File: src/rtl/ov7725_cfg_seq_pkg.sv
// Shared definitions for the OV7725 bring-up sequencer: sensor IDs, the
// sequencer state enum and the SCCB configuration table.
package ov7725_cfg_pkg;

  localparam logic [7:0] CFG_SIZE       = 8'd36;
  localparam logic [7:0] OV7725_PID     = 8'h77;
  localparam logic [7:0] OV7725_VER     = 8'h21;
  localparam logic [7:0] OV7725_SCCB_ID = 8'h42;

  typedef enum logic [2:0] {
    S_PWDN, S_RST, S_BOOT, S_ID, S_CFG, S_FAIL, S_DONE, S_ERR
  } cfg_state_t;

  // Entries 0/1 read back PID/VER, entry 2 soft-resets, the rest set up RGB565.
  function automatic logic [23:0] cfg_lut(input logic [7:0] index);
    logic [15:0] rd;
    case (index)
      8'd0:    rd = 16'h0A00;
      8'd1:    rd = 16'h0B00;
      8'd2:    rd = 16'h1280;
      8'd3:    rd = 16'h3D03;
      8'd4:    rd = 16'h1500;
      8'd5:    rd = 16'h1722;
      8'd6:    rd = 16'h18A4;
      8'd7:    rd = 16'h1907;
      8'd8:    rd = 16'h1AF0;
      8'd9:    rd = 16'h3200;
      8'd10:   rd = 16'h29A0;
      8'd11:   rd = 16'h2CF0;
      8'd12:   rd = 16'h2A00;
      8'd13:   rd = 16'h1101;
      8'd14:   rd = 16'h0D41;
      8'd15:   rd = 16'h1421;
      8'd16:   rd = 16'h22FF;
      8'd17:   rd = 16'h2301;
      8'd18:   rd = 16'h2434;
      8'd19:   rd = 16'h253C;
      8'd20:   rd = 16'h26A1;
      8'd21:   rd = 16'h6BAA;
      8'd22:   rd = 16'h13FF;
      8'd23:   rd = 16'h900A;
      8'd24:   rd = 16'h9101;
      8'd25:   rd = 16'h9201;
      8'd26:   rd = 16'h9301;
      8'd27:   rd = 16'h945F;
      8'd28:   rd = 16'h9553;
      8'd29:   rd = 16'h9611;
      8'd30:   rd = 16'h971A;
      8'd31:   rd = 16'h983D;
      8'd32:   rd = 16'h995A;
      8'd33:   rd = 16'h9A1E;
      8'd34:   rd = 16'h0E65;
      8'd35:   rd = 16'h1206;
      default: rd = 16'h0000;
    endcase
    return {OV7725_SCCB_ID, rd};
  endfunction

endpackage

File: src/rtl/ov7725_cfg_seq_rom.sv
// Registered configuration table lookup, one cycle of latency.
module ov7725_cfg_rom
  import ov7725_cfg_pkg::*;
(
  input  logic        clk,
  input  logic        rst_n,
  input  logic [7:0]  index,
  output logic [23:0] data
);

  always_ff @(posedge clk or negedge rst_n) begin
    if (!rst_n) data <= '0;
    else        data <= cfg_lut(index);
  end

endmodule

File: src/rtl/ov7725_cfg_seq.sv
// OV7725 bring-up sequencer: power/reset pin sequencing, I2C controller release
// and product-ID check with retries. ID check and timeout need CMOS_ID_CHECK_EN.
module ov7725_cfg_seq
  import ov7725_cfg_pkg::*;
#(
  parameter int PWDN_CYC  = 100_000,
  parameter int RST_CYC   = 100_000,
  parameter int BOOT_CYC  = 200_000,
  parameter int ID_TO_CYC = 50_000_000,
  parameter int MAX_RETRY = 3
) (
  input  logic        clk,
  input  logic        rst_n,
  output logic        cmos_pwdn,
  output logic        cmos_rst_n,
  output logic        i2c_rst_n,
  output logic [7:0]  i2c_config_size,
  input  logic [7:0]  i2c_config_index,
  output logic [23:0] i2c_config_data,
  input  logic        i2c_config_done,
  input  logic [7:0]  i2c_rdata,
  output logic        cfg_done,
  output logic        id_err,
  output logic [15:0] cmos_pid
);

`ifdef CMOS_ID_CHECK_EN
  localparam bit ID_CHECK = 1'b1;
`else
  localparam bit ID_CHECK = 1'b0;
`endif

  localparam logic [31:0] PWDN_LAST = 32'(PWDN_CYC - 1);
  localparam logic [31:0] RST_LAST  = 32'(RST_CYC - 1);
  localparam logic [31:0] BOOT_LAST = 32'(BOOT_CYC - 1);
  localparam logic [31:0] TO_LAST   = 32'(ID_TO_CYC - 1);
  localparam logic [7:0]  RETRY_MAX = 8'(MAX_RETRY);

  cfg_state_t  state;
  logic [31:0] cnt;
  logic [7:0]  retry;
  logic [7:0]  idx_q;
  logic [7:0]  pid_q;
  logic [7:0]  ver_q;
  logic        id_chk;
  logic        id_err_q;

  assign i2c_config_size = CFG_SIZE;
  assign cmos_pid        = {pid_q, ver_q};
  assign id_err          = ID_CHECK & id_err_q;

  ov7725_cfg_rom u_rom (
    .clk   (clk),
    .rst_n (rst_n),
    .index (i2c_config_index),
    .data  (i2c_config_data)
  );

  // Held at zero while the controller is in reset so every attempt restarts at 0->1.
  always_ff @(posedge clk or negedge rst_n) begin
    if (!rst_n) idx_q <= '0;
    else        idx_q <= i2c_rst_n ? i2c_config_index : 8'd0;
  end

  always_ff @(posedge clk or negedge rst_n) begin
    if (!rst_n) begin
      state      <= S_PWDN;
      cnt        <= '0;
      retry      <= '0;
      pid_q      <= '0;
      ver_q      <= '0;
      id_chk     <= 1'b0;
      id_err_q   <= 1'b0;
      cfg_done   <= 1'b0;
      cmos_pwdn  <= 1'b1;
      cmos_rst_n <= 1'b0;
      i2c_rst_n  <= 1'b0;
    end else begin
      cnt <= cnt + 32'd1;
      case (state)
        S_PWDN: begin
          cmos_pwdn  <= 1'b1;
          cmos_rst_n <= 1'b0;
          i2c_rst_n  <= 1'b0;
          if (cnt == PWDN_LAST) begin
            state <= S_RST;
            cnt   <= '0;
          end
        end
        S_RST: begin
          cmos_pwdn  <= 1'b0;
          cmos_rst_n <= 1'b0;
          i2c_rst_n  <= 1'b0;
          if (cnt == RST_LAST) begin
            state <= S_BOOT;
            cnt   <= '0;
          end
        end
        S_BOOT: begin
          cmos_rst_n <= 1'b1;
          if (cnt == BOOT_LAST) begin
            state <= S_ID;
            cnt   <= '0;
          end
        end
        // Timeout has priority over a pending compare or a fresh index change.
        S_ID: begin
          i2c_rst_n <= 1'b1;
          if (ID_CHECK && cnt == TO_LAST) begin
            state  <= S_FAIL;
            cnt    <= '0;
            id_chk <= 1'b0;
          end else if (id_chk) begin
            id_chk <= 1'b0;
            cnt    <= '0;
            state  <= (pid_q == OV7725_PID && ver_q == OV7725_VER) ? S_CFG : S_FAIL;
          end else if (idx_q == 8'd0 && i2c_config_index == 8'd1) begin
            pid_q <= i2c_rdata;
          end else if (idx_q == 8'd1 && i2c_config_index == 8'd2) begin
            ver_q <= i2c_rdata;
            if (ID_CHECK) begin
              id_chk <= 1'b1;
            end else begin
              state <= S_CFG;
              cnt   <= '0;
            end
          end
        end
        S_CFG: begin
          if (i2c_config_done) begin
            cfg_done <= 1'b1;
            state    <= S_DONE;
            cnt      <= '0;
          end
        end
        S_FAIL: begin
          i2c_rst_n <= 1'b0;
          retry     <= retry + 8'd1;
          cnt       <= '0;
          state     <= (retry + 8'd1 == RETRY_MAX) ? S_ERR : S_RST;
        end
        S_DONE: begin
        end
        S_ERR: begin
          id_err_q   <= 1'b1;
          i2c_rst_n  <= 1'b0;
          cmos_rst_n <= 1'b1;
        end
        default: state <= S_PWDN;
      endcase
    end
  end

endmodule

File: config.mk
export PLATFORM = sky130hd
export DESIGN_NAME = ov7725_cfg_seq
export DESIGN_NICKNAME = d
export VERILOG_FILES = /design/src/rtl/ov7725_cfg_seq_pkg.sv /design/src/rtl/ov7725_cfg_seq_rom.sv /design/src/rtl/ov7725_cfg_seq.sv
export SDC_FILE = /design/constraint.sdc
export NUM_CORES = 1
export LEC_CHECK = 0
export CORE_ASPECT_RATIO = 2
export CORE_MARGIN = 4
export CORE_UTILIZATION = 45
export CTS_CLUSTER_SIZE = 28
export DETAILED_ROUTE_END_ITERATION = 8
export PLACE_DENSITY = 0.67
export SYNTH_ARGS = -nofsm -noshare
export SYNTH_HDL_FRONTEND = slang
export SYNTH_SLANG_ARGS = --single-unit
File: constraint.sdc
create_clock -name clk -period 2.9 [get_ports clk]
set_clock_uncertainty 0.15 [all_clocks]
set_input_delay 0.29 -clock clk [delete_from_list [all_inputs] [get_ports clk]]
set_output_delay 0.29 -clock clk [all_outputs]
set_load 0.005 [all_outputs]
==> impl_metrics.toml, run 1 <==
[cts]
post-cts-setup-buffers = 0
clkLatencyLatePin_ns = 0.34
cts.clk_slew.worst_paths_ns = 0.06
cts.sinks = 88
h-tree-depth = 3
clk_path_buf_depth = 2
ctsResizeCount = 0
cts_buffers = 9
cts.root.buffer_cell = "clkbuf_16"
tritoncts = "yes"

[logic_synthesis]
ys_seq_area_frac = 0.4508
yosysUniqueCellTypes = 64
yosysWarnings = 0
synth-edff-count = 0
synth_ff_type = "dfrtp_1"
synth.cell_area_sq_mm = 0.004887
synth_seq_cells = 88
synthArstFlopShare = 1.000
syn_inst = 495
post_synth.cell_area_avg_sq_um = 9.873

[timing]
rsz0062_at_grt = "no"
layout_setup_ws_ns = 0.5179
period_needed_ns = 2.382
min_period_over_period = 0.8214
tightest_slew_ns = 0.6038
clock.fmax_mhz = 419.8
slew-limit-headroom = 0.5938
setup_viol = 0
hold_viol = 0
final_max_slew_viol_count = 0
tns_ns = 0

[min_path]
hold_path_class = "reg2reg"
worstHoldStart = "cfg_done$_DFFE_PN0P_"

[placed_design]
place_area_sq_mm = 0.005569
numPortBuffers = 56
hpwl_mm = 9.329
gp_congestion = 0.9643
placed_cells = 673
place_ws_ns = 0.2002

[flow_run]
drv_cap = 0

[worst_setup_path]
cp_cell_sequence = "clkdlybuf4s50_1, ha_1, nand3_1, nor4_4, buf_4, mux2_2"
crit_type = "in2reg"
worstPathMaxFanout = 10
ff2ff_path_depth = 5
cpPeakStageDelay_ns = 0.64
cp_data_required_time_ns = 2.97
arrival_ns = 2.45
start_kind = "input port"
cp-end-kind = "register"
rr_endpoint = "ver_q[2]$_DFFE_PN0P_"
rrSetupSlack_ns = 0.63
endpoint = "ver_q[2]$_DFFE_PN0P_"
reg2reg_from = "idx_q[1]$_DFF_PN0_"
crit_slowest_cell = "clkdlybuf4s50_1"
worstSetupStartpoint = "i2c_config_index[1]"

[power]
p_int_mw = 2.252
power.switching_mw = 0.6146
power_switching_share = 0.2144
p_per_area_mw_per_mm2 = 482.8
seqPwrFrac = 0.432
p_clk_frac = 0.487
ir_drop_mv = 0.2887
leakage_nw = 2.514
finalPower_mw = 2.867
p_comb_frac = 0.081

[route]
wl_mm = 12.74
wl_met1_mm = 4.361
dr_total_vias = 3987
wl_met2_mm = 7.251
drtPass1Iterations = 7
top_layer = "met4"
wire_per_inst_um = 18.48
drt-initial-drc-count = 368
dr_wl_met3_um = 502
avgViaCountPerCell = 5.787
drtAntennaViolNets = 0
drcViolationCount = 0

[cells_and_area]
fill_cells = 938
final_common_cell = "dfrtp_1"
layoutNonFillerInstCount = 689
final_cell_mix = "dfrtp_1, clkdlybuf4s50_1, a21oi_1"
multiInputGateArea_sq_mm = 0.002436
area.sequential_sq_mm = 0.002203
fin_area_sq_mm = 0.005937
area_delta_synth_final_pct = 21.48
nets = 578
drive_gt1_frac = 0.1304
diodes = 0

[die]
die_w_um = 81.69
initial_core_util = 0.4635
placementRows = 53
ios = 72
fp.coreArea_sq_mm = 0.01054
dieArea_sq_mm = 0.01269
dieHeight_um = 155.4

[global_routing]
grt_max_degree = 43
antenna_found_initial = 0
grt_pass1_vias = 4053
grtUsageTotal = 0.2103
grt_pass1_wl_mm = 20.30
grt_overflow = 0

[status]
status = "finished clean"
-- per-layer routing --
layer  global-route usage  up-vias
li1                     -     1840
met1               0.2191     1982
met2               0.3743      121
met3              0.03592       44
met4               0.1347        0
met5                    0        -
-- metrics by stage --
stage	hold WS (ns)	utilization
2_1_floorplan	-0.1556	-
3_3_place_gp	0.1625	0.5282
3_5_place_dp	0.1634	0.5282
4_1_cts	0.3219	0.5631
5_1_grt	0.3534	0.5631
6_report	0.3152	0.5631
-- layout make-up --
class,instances,area share
Multi-Input combinational cell,360,0.4103
Sequential cell,88,0.3711
Timing Repair Buffer,75,0.1205
Clock buffer,9,0.03793
Tap cell,137,0.02887
Clock inverter,6,0.02234
Inverter,14,0.008851
-- power by group through the flow --
| stage | registers, mW | clock network [mW] | logic [mW] |
|---|---|---|---|
| 4_1_cts | 1.24 | 1.43 | 0.232 |
| 3_5_place_dp | 1.26 | 0 | 0.229 |
| 6_report | 1.24 | 1.40 | 0.233 |
| 3_3_place_gp | 1.26 | 0 | 0.229 |
| 2_1_floorplan | 1.26 | 0 | 0.122 |
| 5_1_grt | 1.24 | 1.48 | 0.254 |
-- kinds of logic (layout without fill, tap and decap cells) --
kind of cell    after synthesis  after routing  share of synthesized area
other cells                   2             16                   0.001537
simple gates                161            161                     0.1930
buf+inv                      61            104                    0.06144
xor+xnor                     43             43                    0.07706
compound gates              107            107                     0.1306
fa+ha+maj                    11             11                    0.02816
flops                        88             88                     0.4508
mux                          22             22                    0.05735
-- registers in the layout, indices dropped and copies added, names as in the netlist --
| signal | flops |
|---|---|
| cmos_rst_n | 1 |
| idx_q | 8 |
| i2c_rst_n | 1 |
| u_rom.data | 17 |
| cnt | 32 |
| pid_q | 8 |
| retry | 8 |
| cmos_pwdn | 1 |
| cfg_done | 1 |
| state | 3 |
| ver_q | 8 |
-- Yosys cell counts (5+ instances only) --
master,n,area [sq um]
and2_1,11,68.82
o21ai_0,19,95.09
ha_1,11,137.6
nand3_1,25,125.1
a21oi_1,47,235.2
o22ai_1,5,31.28
and4_1,7,61.31
a211oi_1,7,52.55
nand4_1,10,62.56
a31oi_1,5,31.28
inv_1,12,45.04
xor2_1,15,131.4
mux2_2,17,191.4
nor4_1,8,50.05
nor2_1,25,93.84
buf_4,16,120.1
nor3_2,6,60.06
nor3_1,13,65.06
nand2_1,25,93.84
and3_1,8,50.05
xnor2_1,28,245.2
clkbuf_1,21,78.83
dfrtp_1,87,2177
buf_1,6,22.52
-- worst min path at each step --
stage	endpoint	slack (ns)	cells past startpoint
2_1_floorplan	cfg_done$_DFFE_PN0P_	-0.16	0
3_3_place_gp	cnt[17]$_DFF_PN0_	0.16	1
3_5_place_dp	cnt[17]$_DFF_PN0_	0.16	1
4_1_cts	cfg_done$_DFFE_PN0P_	0.32	1
5_1_grt	cfg_done$_DFFE_PN0P_	0.35	1
6_report	cfg_done$_DFFE_PN0P_	0.32	1
-- worst max-delay path: cells and delay by family --
family	cells	cell delay [ns]
adder cells (fa/ha/maj)	1	0.42
buffers and inverters	2	0.88
multiplexers	1	0.34
AND/OR/NAND/NOR	2	0.51
-- what timing repair did --
item	in CTS	in global routing
endpoints found under the hold margin	40	0
hold buffers	1	0
setup endpoints to repair	0	0
Power figures use the tool's default switching activity.
==> run 2, diff against run 1 <==
==> constraint.sdc (replaced) <==
create_clock -name clk -period 2.5 [get_ports clk]
set_clock_uncertainty 0.15 [all_clocks]
set_input_delay 0.25 -clock clk [delete_from_list [all_inputs] [get_ports clk]]
set_output_delay 0.25 -clock clk [all_outputs]
set_load 0.005 [all_outputs]
==> run 2 against run 1 <==
Critical path depth is the same. Design area grew 1.6%. Global-route usage is essentially flat. Sequential share of layout area shrank 0.57 points. Critical path type is now reg2reg.
==> impl_metrics.toml, run 2 (synthesized netlist as in run 1, its figures left out) <==
[status]
status = "finished clean"

[timing]
rsz0062_at_grt = "no"
clock.fmax_mhz = 439.9
holdWs_ns = 0.3245
final_max_slew_viol_count = 0
tightest_slew_ns = 0.7007
hold_viol = 0
min_period_over_period = 0.9093
slew-limit-headroom = 0.5285
tns_ns = 0
period_needed_ns = 2.273
setup_viol = 0

[worst_setup_path]
cp_cell_sequence = "nor4_1, nand3_1, nor3_1, a21o_1, buf_12, a21boi_0"
cpPeakStageDelay_ns = 0.44
cp_data_required_time_ns = 2.56
crit_type = "reg2reg"
cp_num_buf_inv = 1
crit_family = "simple AND/OR/NAND/NOR gates"
start_kind = "register"
arrival_ns = 2.34
crit_slowest_cell = "dfrtp_1"
cp-end-kind = "register"
worstPathMaxFanout = 32

[global_routing]
grt_pass1_wl_mm = 20.27
grt_overflow = 0
grtUsageTotal = 0.2102
grt_max_degree = 48
grt_pass1_vias = 4029
antenna_found_initial = 0

[cts]
cts.sinks = 88
cts.clk_slew.worst_paths_ns = 0.06
cts_buffers = 9
clkLatencyLatePin_ns = 0.34
hold_buffers = 1
cts.root.buffer_cell = "clkbuf_16"
h-tree-depth = 3
post-cts-setup-buffers = 0
tritoncts = "yes"
clk_path_buf_depth = 2
ctsResizeCount = 0

[route]
wl_mm = 12.51
avgViaCountPerCell = 5.661
wire_per_inst_um = 17.97
dr_total_vias = 3940
drtAntennaViolNets = 0
drcViolationCount = 0
drtPass1Iterations = 4
drt-initial-drc-count = 220

[die]
die_w_um = 81.69
fp.coreArea_sq_mm = 0.01054
ios = 72
dieHeight_um = 155.4
placementRows = 53
initial_core_util = 0.4635
dieArea_sq_mm = 0.01269

[cells_and_area]
drive_gt1_frac = 0.1413
reg.largest.list = "cnt (32), u_rom.data (17)"
layoutNonFillerInstCount = 696
final_cell_mix = "dfrtp_1, clkdlybuf4s50_1, a21oi_1"
diodes = 0
final_util = 0.5719
largest_reg_flops = 32
nets = 584
regMostFlops = "cnt"
area_delta_synth_final_pct = 23.37
final_common_cell = "dfrtp_1"

[power]
finalPower_mw = 3.296
leakage_nw = 2.561
p_per_area_mw_per_mm2 = 546.6
ir_drop_mv = 0.3715

[placed_design]
placed_cells = 679
hpwl_mm = 9.087
numPortBuffers = 56
gp_congestion = 1.042

[min_path]
hold_path_class = "in2async"

[flow_run]
drv_cap = 0
[run 2: worst paths after layout]
kind	from	depth (start not counted)	end	slack, ns
worst min-delay path	rst_n	2	cnt[10]$_DFF_PN0_	0.32
worst max-delay path	cnt[6]$_DFF_PN0_	6	cnt[1]$_DFF_PN0_	0.23
worst min register to register	cfg_done$_DFFE_PN0P_	1	cfg_done$_DFFE_PN0P_	0.33
max in group asynchronous	rst_n	3	cmos_pwdn$_DFFE_PN1P_	1.17
worst max register to register	cnt[6]$_DFF_PN0_	6	cnt[1]$_DFF_PN0_	0.23
min in group clk	cfg_done$_DFFE_PN0P_	1	cfg_done$_DFFE_PN0P_	0.33
[run 2: power breakdown]
part / leakage, nW / internal [mW] / switching [mW]
clock network: 0.173 / 1.01 / 0.570
logic: 1.20 / 0.119 / 0.161
registers: 1.19 / 1.43 / 0.00314
total: 2.56 / 2.56 / 0.735
[run 2: through the flow]
stage | area (sq um) | setup WS, ns
6_report | 6030 | 0.2268
5_1_grt | 6030 | 0.04034
4_1_cts | 6030 | 0.2803
3_5_place_dp | 5664 | 0.08042
3_3_place_gp | 5664 | 0.1084
2_1_floorplan | 4940 | 0.3768
[run 2: cell type report]
| cell class | instances | area, sq um |
|---|---|---|
| Sequential cell | 88 | 2203 |
| Fill cell | 916 | 4514 |
| Tap cell | 137 | 171.4 |
| Clock buffer | 10 | 239.0 |
| Timing Repair Buffer | 81 | 810.8 |
| Clock inverter | 6 | 116.4 |
| Inverter | 14 | 52.55 |
| Multi-Input combinational cell | 360 | 2436 |
[run 2: layer usage]
layer | up-vias | part of all wire | track usage
li1 | 1857 | - | -
met1 | 1942 | 0.36 | 0.2207
met2 | 108 | 0.57 | 0.3899
met3 | 33 | 0.032 | 0.03360
met4 | 0 | 0.038 | 0.1022
met5 | - | 0 | 0
==> run 3, diff against run 2 <==
--- a/config.mk
+++ b/config.mk
@@ -5,11 +5,12 @@
 export SDC_FILE = /design/constraint.sdc
 export NUM_CORES = 1
 export LEC_CHECK = 0
-export CORE_ASPECT_RATIO = 2
+export CORE_ASPECT_RATIO = 1.75
 export CORE_MARGIN = 4
 export CORE_UTILIZATION = 45
 export CTS_CLUSTER_SIZE = 28
 export DETAILED_ROUTE_END_ITERATION = 8
+export MAX_ROUTING_LAYER = met4
 export PLACE_DENSITY = 0.67
 export SYNTH_ARGS = -nofsm -noshare
 export SYNTH_HDL_FRONTEND = slang
==> run 3 against run 2 <==
Critical path depth up 1. Utilization fell by 1.3 points. Design area down 1.4%. Total power decreased by 8.7%. Final cell count decreased by 1.0%. Setup slack worse by 0.0049 ns. Fmax is 0.22% lower. Sequential power about the same. First-iteration DRC count grew 15%. Sequential share of layout area up 0.52 points.
==> impl_metrics.toml, run 3 (synthesized netlist as in run 1, its figures left out) <==
[timing]
period_needed_ns = 2.278
tns_ns = 0
tightest_slew_ns = 0.6462
min_period_over_period = 0.9112
final_max_slew_viol_count = 0
clock.fmax_mhz = 439.0
setup_viol = 0
slew-limit-headroom = 0.5652
rsz0062_at_grt = "no"
hold_viol = 0

[worst_setup_path]
worstSetupStartpoint = "cnt[0]$_DFF_PN0_"
arrival_ns = 2.35
cp_data_required_time_ns = 2.57
endpoint = "cnt[1]$_DFF_PN0_"
rr_endpoint = "cnt[1]$_DFF_PN0_"
ff2ff_path_depth = 7
rrSetupSlack_ns = 0.22
cp-end-kind = "register"
cpPeakStageDelay_ns = 0.39
worstPathMaxFanout = 32
start_kind = "register"
crit_type = "reg2reg"
crit_slowest_cell = "dfrtp_1"
reg2reg_from = "cnt[0]$_DFF_PN0_"
cp_cell_sequence = "ha_1, and4_1, nand3_1, nor3_1, a21o_1, buf_12, a21boi_0"

[cells_and_area]
diodes = 0
layoutNonFillerInstCount = 689
area_delta_synth_final_pct = 21.63
fin_area_sq_mm = 0.005944
regMostFlops = "cnt"
fill_cells = 957
drive_gt1_frac = 0.1413
nets = 584
largest_reg_flops = 32
final_cell_mix = "dfrtp_1, clkdlybuf4s50_1, a21oi_1"
final_util = 0.5589
reg.largest.list = "cnt (32), u_rom.data (17)"
final_common_cell = "dfrtp_1"

[min_path]
hold_path_class = "in2async"

[route]
drcViolationCount = 0
drtAntennaViolNets = 0
dr_wl_met3_um = 418
drtPass1Iterations = 6
wl_met2_mm = 7.113
top_layer = "met4"
drt-initial-drc-count = 253
wl_mm = 12.45
avgViaCountPerCell = 5.743
wire_per_inst_um = 18.07
dr_total_vias = 3957
wl_met1_mm = 4.411

[placed_design]
place_area_sq_mm = 0.005643
numPortBuffers = 56
gp_congestion = 0.9635
placed_cells = 672
hpwl_mm = 9.284

[status]
status = "finished clean"

[global_routing]
antenna_found_initial = 0
grtUsageTotal = 0.2119
grt_overflow = 0
grt_pass1_wl_mm = 20.40
grt_pass1_vias = 4026
grt_max_degree = 45

[cts]
cts.sinks = 88
clkLatencyLatePin_ns = 0.34
cts.root.buffer_cell = "clkbuf_16"
hold_buffers = 1
post-cts-setup-buffers = 0
cts_buffers = 9
h-tree-depth = 3
ctsResizeCount = 0
clk_path_buf_depth = 2
cts.clk_slew.worst_paths_ns = 0.07
tritoncts = "yes"

[die]
dieHeight_um = 145.9
ios = 72
initial_core_util = 0.4595
die_w_um = 86.78
fp.coreArea_sq_mm = 0.01064
placementRows = 50
dieArea_sq_mm = 0.01266

[power]
leakage_nw = 2.521
ir_drop_mv = 0.3674
p_per_area_mw_per_mm2 = 506.3

[flow_run]
drv_cap = 0
-- run 3: worst min path at each step --
stage                                      end  slack [ns]  cells after the start
after floorplan           cfg_done$_DFFE_PN0P_       -0.20                      0
after global placement    retry[7]$_DFFE_PN0P_        0.15                      1
after detailed placement  retry[2]$_DFFE_PN0P_        0.15                      1
after CTS                 cfg_done$_DFFE_PN0P_        0.33                      2
after global routing      cfg_done$_DFFE_PN0P_        0.34                      1
final                     cfg_done$_DFFE_PN0P_        0.31                      2
-- run 3: worst max-delay path: cells and delay by family, from the launching register on --
family | cells | cell delay [ns]
AND/OR/NAND/NOR | 3 | 0.91
flip-flops | 1 | 0.39
AO/OA/AOI/OAI | 2 | 0.27
adder cells (fa/ha/maj) | 1 | 0.24
buffers and inverters | 1 | 0.19
-- run 3: where the power goes --
part           switching [mW]  internal [mW]  total (mW)
logic                   0.162          0.117       0.279
registers             0.00291           1.43        1.44
clock network           0.580          0.714        1.29
-- run 3: metal layers --
layer,global-route usage,vias to the layer above
li1,-,1866
met1,0.2236,1921
met2,0.3735,124
met3,0.03343,46
met4,0.1037,0
met5,-,-
-- run 3: cell type report --
cell class	count	area [sq um]	area share
well taps	130	162.7	0.02736
multi-input cells	360	2436	0.4098
clock inverters	6	52.55	0.008840
clock buffers	10	239.0	0.04020
repair buffers	81	798.3	0.1343
inverters	14	52.55	0.008840
flip-flops and latches	88	2203	0.3707
-- run 3: stage by stage --
stage	total power [mW]	hold slack [ns]	worst slack [ns]
after floorplan	1.606	-0.1956	0.3768
after global placement	1.737	0.1454	0.1116
after detailed placement	1.739	0.1547	0.09126
after CTS	3.049	0.3264	0.2284
after global routing	3.129	0.3406	0.06326
final	3.009	0.3132	0.2219
